`config.mk`:
```
export PLATFORM = sky130hd
export DESIGN_NAME = hazard_forwarding_unit
export DESIGN_NICKNAME = d
export VERILOG_FILES = /design/src/rtl/hazard_forwarding_unit.sv
export SDC_FILE = /design/constraint.sdc
export NUM_CORES = 1
export LEC_CHECK = 0
export BUFFER_PORTS_ARGS = -buffer_cell sky130_fd_sc_hd__buf_4
export CORE_MARGIN = 4
export CORE_UTILIZATION = 50
export DETAILED_ROUTE_END_ITERATION = 6
export PLACE_DENSITY = 0.83
export REMOVE_ABC_BUFFERS = 1
export SYNTH_ARGS = -nofsm -noshare
export SYNTH_HDL_FRONTEND = slang
export SYNTH_SLANG_ARGS = --single-unit
```
`constraint.sdc`:
```
create_clock -name clock -period 4.1 [get_ports clock]
set_input_delay 0.205 -clock clock [delete_from_list [all_inputs] [get_ports clock]]
set_output_delay 0.205 -clock clock [all_outputs]
set_load 0.005 [all_outputs]
```
`src/rtl/hazard_forwarding_unit.sv`:
```
// Hazard detection and operand-forwarding control for a 5-stage pipeline.
// Tracks writers in EX/MEM/WB, stalls decode on unresolved RAW hazards and routes forwarding selects.
module hazard_forwarding_unit #(
  parameter int unsigned REG_ID_WIDTH  = 5,
  parameter int unsigned COUNTER_WIDTH = 32
) (
  input  logic                     clock,
  input  logic                     resetN,
  input  logic                     decValid,
  input  logic [REG_ID_WIDTH-1:0]  decReadId1,
  input  logic [REG_ID_WIDTH-1:0]  decReadId2,
  input  logic [1:0]               decRequiredStage,
  input  logic                     decWriteEnabled,
  input  logic [REG_ID_WIDTH-1:0]  decWriteId,
  input  logic [1:0]               decWriteFrom,
  output logic                     stall,
  output logic [1:0]               fwdDecode1,
  output logic [1:0]               fwdDecode2,
  output logic [1:0]               fwdExec1,
  output logic [1:0]               fwdExec2,
  output logic [1:0]               fwdMem1,
  output logic [1:0]               fwdMem2,
  output logic [COUNTER_WIDTH-1:0] stallCount
);

  localparam logic [1:0] STAGE_DECODE = 2'd0;
  localparam logic [1:0] STAGE_EXEC   = 2'd1;
  localparam logic [1:0] STAGE_MEM    = 2'd2;
  localparam logic [1:0] STAGE_NONE   = 2'd3;

  localparam logic [1:0] FROM_ALU = 2'd0;
  localparam logic [1:0] FROM_DM  = 2'd1;

  typedef struct packed {
    logic                    valid;
    logic [REG_ID_WIDTH-1:0] id;
    logic [1:0]              avail;
  } wr_rec_t;

  wr_rec_t ex_q, mem_q, wb_q;
  wr_rec_t dec_rec;

  logic [1:0] fwd_exec1_q, fwd_exec2_q;
  logic [1:0] mem_pend1_q, mem_pend2_q;
  logic [1:0] fwd_mem1_q, fwd_mem2_q;
  logic [COUNTER_WIDTH-1:0] stall_count_q;

  logic       active;
  logic       hz1, hz2;
  logic [1:0] src1, src2;

  // Youngest-match lookup; returns {hazard, source} for one operand.
  function automatic logic [2:0] resolve(input logic [REG_ID_WIDTH-1:0] rid,
                                         input logic [1:0] req,
                                         input wr_rec_t ex, input wr_rec_t mem,
                                         input wr_rec_t wb);
    logic       hit;
    logic [1:0] p;
    logic [1:0] av;
    logic [2:0] sum;
    logic [2:0] res;
    hit = 1'b0;
    p   = 2'd0;
    av  = 2'd0;
    res = 3'd0;
    if (ex.valid && ex.id == rid) begin
      hit = 1'b1; p = 2'd1; av = ex.avail;
    end else if (mem.valid && mem.id == rid) begin
      hit = 1'b1; p = 2'd2; av = mem.avail;
    end else if (wb.valid && wb.id == rid) begin
      hit = 1'b1; p = 2'd3; av = wb.avail;
    end
    sum = 3'(p) + 3'(req);
    if (hit) begin
      if (sum < 3'(av))       res = 3'b100;
      else if (sum <= 3'd3)   res = {1'b0, sum[1:0]};
    end
    return res;
  endfunction

  always_comb begin
    active = decValid && (decRequiredStage != STAGE_NONE);
    hz1    = 1'b0;
    hz2    = 1'b0;
    src1   = 2'd0;
    src2   = 2'd0;
    if (active && decReadId1 != '0)
      {hz1, src1} = resolve(decReadId1, decRequiredStage, ex_q, mem_q, wb_q);
    if (active && decReadId2 != '0)
      {hz2, src2} = resolve(decReadId2, decRequiredStage, ex_q, mem_q, wb_q);
  end

  assign stall      = hz1 | hz2;
  assign fwdDecode1 = (decRequiredStage == STAGE_DECODE) ? src1 : 2'd0;
  assign fwdDecode2 = (decRequiredStage == STAGE_DECODE) ? src2 : 2'd0;

  // Result availability stage: ALU at MEM, load at WB, PC+8/imm already at EX.
  always_comb begin
    dec_rec.valid = active && decWriteEnabled && (decWriteId != '0);
    dec_rec.id    = decWriteId;
    unique case (decWriteFrom)
      FROM_ALU: dec_rec.avail = 2'd2;
      FROM_DM:  dec_rec.avail = 2'd3;
      default:  dec_rec.avail = 2'd1;
    endcase
  end

  always_ff @(posedge clock) begin
    if (!resetN) begin
      ex_q          <= '0;
      mem_q         <= '0;
      wb_q          <= '0;
      fwd_exec1_q   <= 2'd0;
      fwd_exec2_q   <= 2'd0;
      mem_pend1_q   <= 2'd0;
      mem_pend2_q   <= 2'd0;
      fwd_mem1_q    <= 2'd0;
      fwd_mem2_q    <= 2'd0;
      stall_count_q <= '0;
    end else begin
      wb_q       <= mem_q;
      mem_q      <= ex_q;
      fwd_mem1_q <= mem_pend1_q;
      fwd_mem2_q <= mem_pend2_q;
      if (stall) begin
        ex_q          <= '0;
        fwd_exec1_q   <= 2'd0;
        fwd_exec2_q   <= 2'd0;
        mem_pend1_q   <= 2'd0;
        mem_pend2_q   <= 2'd0;
        stall_count_q <= stall_count_q + COUNTER_WIDTH'(1);
      end else begin
        ex_q        <= dec_rec;
        fwd_exec1_q <= (decRequiredStage == STAGE_EXEC) ? src1 : 2'd0;
        fwd_exec2_q <= (decRequiredStage == STAGE_EXEC) ? src2 : 2'd0;
        mem_pend1_q <= (decRequiredStage == STAGE_MEM)  ? src1 : 2'd0;
        mem_pend2_q <= (decRequiredStage == STAGE_MEM)  ? src2 : 2'd0;
      end
    end
  end

  assign fwdExec1   = fwd_exec1_q;
  assign fwdExec2   = fwd_exec2_q;
  assign fwdMem1    = fwd_mem1_q;
  assign fwdMem2    = fwd_mem2_q;
  assign stallCount = stall_count_q;

endmodule

```
==> results.txt <==
* Final worst-path cycle share: 0.909
- The worst-case IR drop observed on VDD is 0.224 mV.
- For the worst setup path, the data required time is 3.89 ns.
* Fin nets: 471
- The via count of the first global-routing pass was 2921.
* Highest clock frequency the design can meet: 0.268 GHz
- Power spread over the standard cell area amounts to 321 nW/um2.
* Area overhead of the layout relative to synthesis: 22.3%
- The worst path needs 3.73 ns of the cycle, external delays included.
- Worst setup path class: reg2out
- Clock tree synthesis selected as its root buffer the cell clkbuf_8.
- For this run, the slowest stage of the critical path takes 0.40 ns.
* Clock sink count: 68
- Gp weighted congestion: 0.927
- After filler insertion, the fill cell instance count of the layout stands at 525.
- For this configuration, the core starts out at a cell density of 0.517.
* Average detailed-routed wire length per instance: 15.1 um
* H-tree levels: 3
- Across every metal layer, demand over resource in global routing totals 0.212.
* Flip-flop cell with the highest count after synthesis: dfxtp_1
- Across the run, the number of max-cap violations was 0.
- The completed layout was analyzed and its total power is 1.29 mW.
- Share of flip-flops with an asynchronous set or reset after synthesis: 0
- Setup total negative slack on the finished layout was measured at 0 ns.
* Total DRC errors in the routed layout: 0
- Critical Path Slowest Stage Cell: fa_1
* Global-route congestion overflow total: 0
- The synthesized netlist contains 45 unique library cells.
* Number of flops mapped to enable cells by yosys: 0
- Final instance area: 4020 um2
* Relative slew slack: 0.502
- Mean post-synth cell area: 8.69 um2
- Input and output buffers added on the ports amount to 67.
- Clock transition at path regs: 0.07 ns
* Number of max-slew violations in the final report: 0
* Number of warnings printed during yosys synthesis: 0
* Pin slew with the least headroom to its limit: 0.743 ns
- TritonCTS built the clock tree.
- For the final database, setup skew stands at 0.00947 ns.
- After detailed placement, the total cell area comes to 3830 um2.
* HPWL after detailed placement: 5680 um
- Die H: 89.0 um
- Cell-by-cell trace of the critical path: xor2_1, nor3_1, and3_1, o21ai_0, ha_1, inv_1, fa_1, inv_1, ha_1, nor2_1, o21ai_0, o22ai_1, a22oi_2, buf_12, inv_1, buf_4
- Drt pass-1 iters: 4
- After synthesis the netlist holds a flip-flop and latch count of 68.
- Core area: 6350 um2
* Status: completed
* Standard-cell row count: 29
* Post-detailed-route via-to-cell ratio: 5.84
- STA classifies the critical path endpoint as an output pin.
- The number of antenna violations at the first check in global routing came to 0.
- Once layout is complete, the utilization of the core stands at 0.633.
- In the final layout, the share of cells above drive strength 1 is 0.195.
- Die Wd: 89.0 um
* Share of synthesized area occupied by flip-flops and latches: 0.415
* Post-route antenna net violation count: 0
- Maximum buffer depth of the clock tree: 2
- Final hold analysis gives a worst-case slack of 0.0498 ns.
- For this design the static power due to leakage is 1.60 nW.
* Number of inserted diodes: 0
- Clock latency on the worst-skew pair, taken at its later pin, is 0.34 ns.
- Number of top-level pins: 68
- The number of clock buffers added by TritonCTS is 9.
- Synthesized instance count: 378
- Worst Setup Start Kind: flop
- Setup repair after global routing left no endpoint under its margin.
* Path class of the lowest-slack min-delay path: in2reg
- Once the clock tree was built, the setup fixing pass inserted 0 buffers.
- Global-route wire length before repair: 13200 um
- The cell area that synthesis handed to floorplanning was 3280 um2.
- Data arrives at the worst endpoint at 3.52 ns.
- The count of endpoints failing hold in the final timing report is 0.
- Most used cell, CP: inv_1
- Pin count of the biggest net entering global routing: 72
* Drt first-iter violations: 116
- Floorplan die area: 7930 um2
* Detailed Route WL: 7910 um
- Setup violations remaining at the end of the flow were counted as 0.
- Vias post-DR: 3052
- Maximum fanout count along the critical path: 71
==> metrics by stage <==
step	setup WS (ns)	cells
after detailed placement	0.341	507
after CTS	0.251	523
final	0.371	523
after floorplan	0.0804	362
after global placement	0.530	507
after global routing	0.0481	523
==> worst max-delay path: cells and delay by family (launching register included) <==
kind,cells,cell delay (ns)
buf+inv,5,0.65
xor+xnor,1,0.17
fa+ha+maj,3,0.79
compound gates,4,0.57
simple gates,3,0.67
flops,1,0.35
==> path summary, 6_finish.rpt <==
kind	cells past startpoint	from	to	slack (ns)
setup / recovery	16	mem_q[4]	stall	0.37
hold / removal	2	decWriteFrom[1]	ex_q[1]	0.05
setup reg to reg	16	ex_q[5]	stallCount[17]	0.37
hold reg to reg	1	mem_pend1_q[0]	fwdMem1[0]	0.44
==> flip-flops by register name (all words and copies together) (netlist names) <==
| name | flops |
|---|---|
| wb_q | 8 |
| ex_q | 8 |
| fwdExec1 | 2 |
| mem_q | 8 |
| mem_pend2_q | 2 |
| fwdExec2 | 2 |
| mem_pend1_q | 2 |
| fwdMem1 | 2 |
| fwdMem2 | 2 |
| stallCount | 32 |
==> cell usage in the layout, fill, tap and decap left out, types with 2 or more instances in the layout <==
cell       n
buf_4     67
nor3_1     9
mux2i_1    3
or3_1     18
o31a_1     2
ha_1       5
nor2_1    21
inv_1     10
clkbuf_8   9
nand2_1   23
xnor2_1   14
and4_1     2
fa_1       2
clkbuf_1   2
o31ai_1    8
and3_1    13
o21ai_0   19
xor2_1    17
a21oi_1   24
a31oi_1    2
clkinv_2   3
or4_1     11
nand4_1   14
o21a_1    10
and2_1    24
nand3_1   18
o211ai_1   5
dfxtp_1   68
nor3_2     2
nor4_1     4
==> layer usage <==
layer,up-vias,wire (um),global-route usage
met2,101,3890,0.350
met3,16,518,0.0599
met4,0,130,0.0812
li1,1490,-,-
met1,1445,3370,0.264
met5,-,0,0
==> where the power goes <==
group,switching [mW],total [mW],internal (mW)
Combinational,0.0458,0.0851,0.0393
Clock,0.246,0.524,0.278
Sequential,0.00928,0.679,0.670
Total,0.301,1.29,0.987
==> area by class of cell <==
| type | count | area [um2] | share of cell area |
|---|---|---|---|
| Clock buffer | 11 | 131 | 0.0327 |
| Clock inverter | 5 | 52.6 | 0.0131 |
| Inverter | 11 | 41.3 | 0.0103 |
| Multi-Input combinational cell | 283 | 1810 | 0.451 |
| Sequential cell | 68 | 1360 | 0.339 |
| Tap cell | 77 | 96.3 | 0.0240 |
| Timing Repair Buffer | 68 | 523 | 0.130 |
==> synth_stat cells, drive strengths merged, types with 2 or more instances <==
master | instances | share of area
clkbuf | 10 | 0.011
xor2 | 17 | 0.045
buf | 6 | 0.011
ha | 5 | 0.019
nor4 | 4 | 0.0076
o21ai | 20 | 0.030
and4 | 3 | 0.0088
xnor2 | 14 | 0.037
o31a | 2 | 0.0053
nor3 | 11 | 0.018
nand4 | 14 | 0.027
nand2 | 23 | 0.026
or4 | 11 | 0.025
o21a | 10 | 0.023
and2 | 24 | 0.046
or3 | 18 | 0.034
dfxtp | 68 | 0.41
a31oi | 2 | 0.0038
nand3 | 18 | 0.027
o31ai | 8 | 0.018
o211ai | 5 | 0.011
nor2 | 21 | 0.024
fa | 2 | 0.012
mux2i | 3 | 0.0091
inv | 10 | 0.011
a21oi | 24 | 0.037
and3 | 13 | 0.025
==> repair_timing <==
action                     CTS  global route
setup endpoints to repair    0             1
hold buffers                 0             0
resized for setup            0             1
==> cell families after synthesis <==
family,after synthesis,synth area share
AOI/OAI and AO/OA,78,0.148
adders and majority gates,7,0.0313
buffers and inverters,27,0.0354
muxes,3,0.00915
and+or+nand+nor,164,0.279
xor gates and xnor gates,31,0.0827
DFF,68,0.415
(Power assumes the default switching activity.)
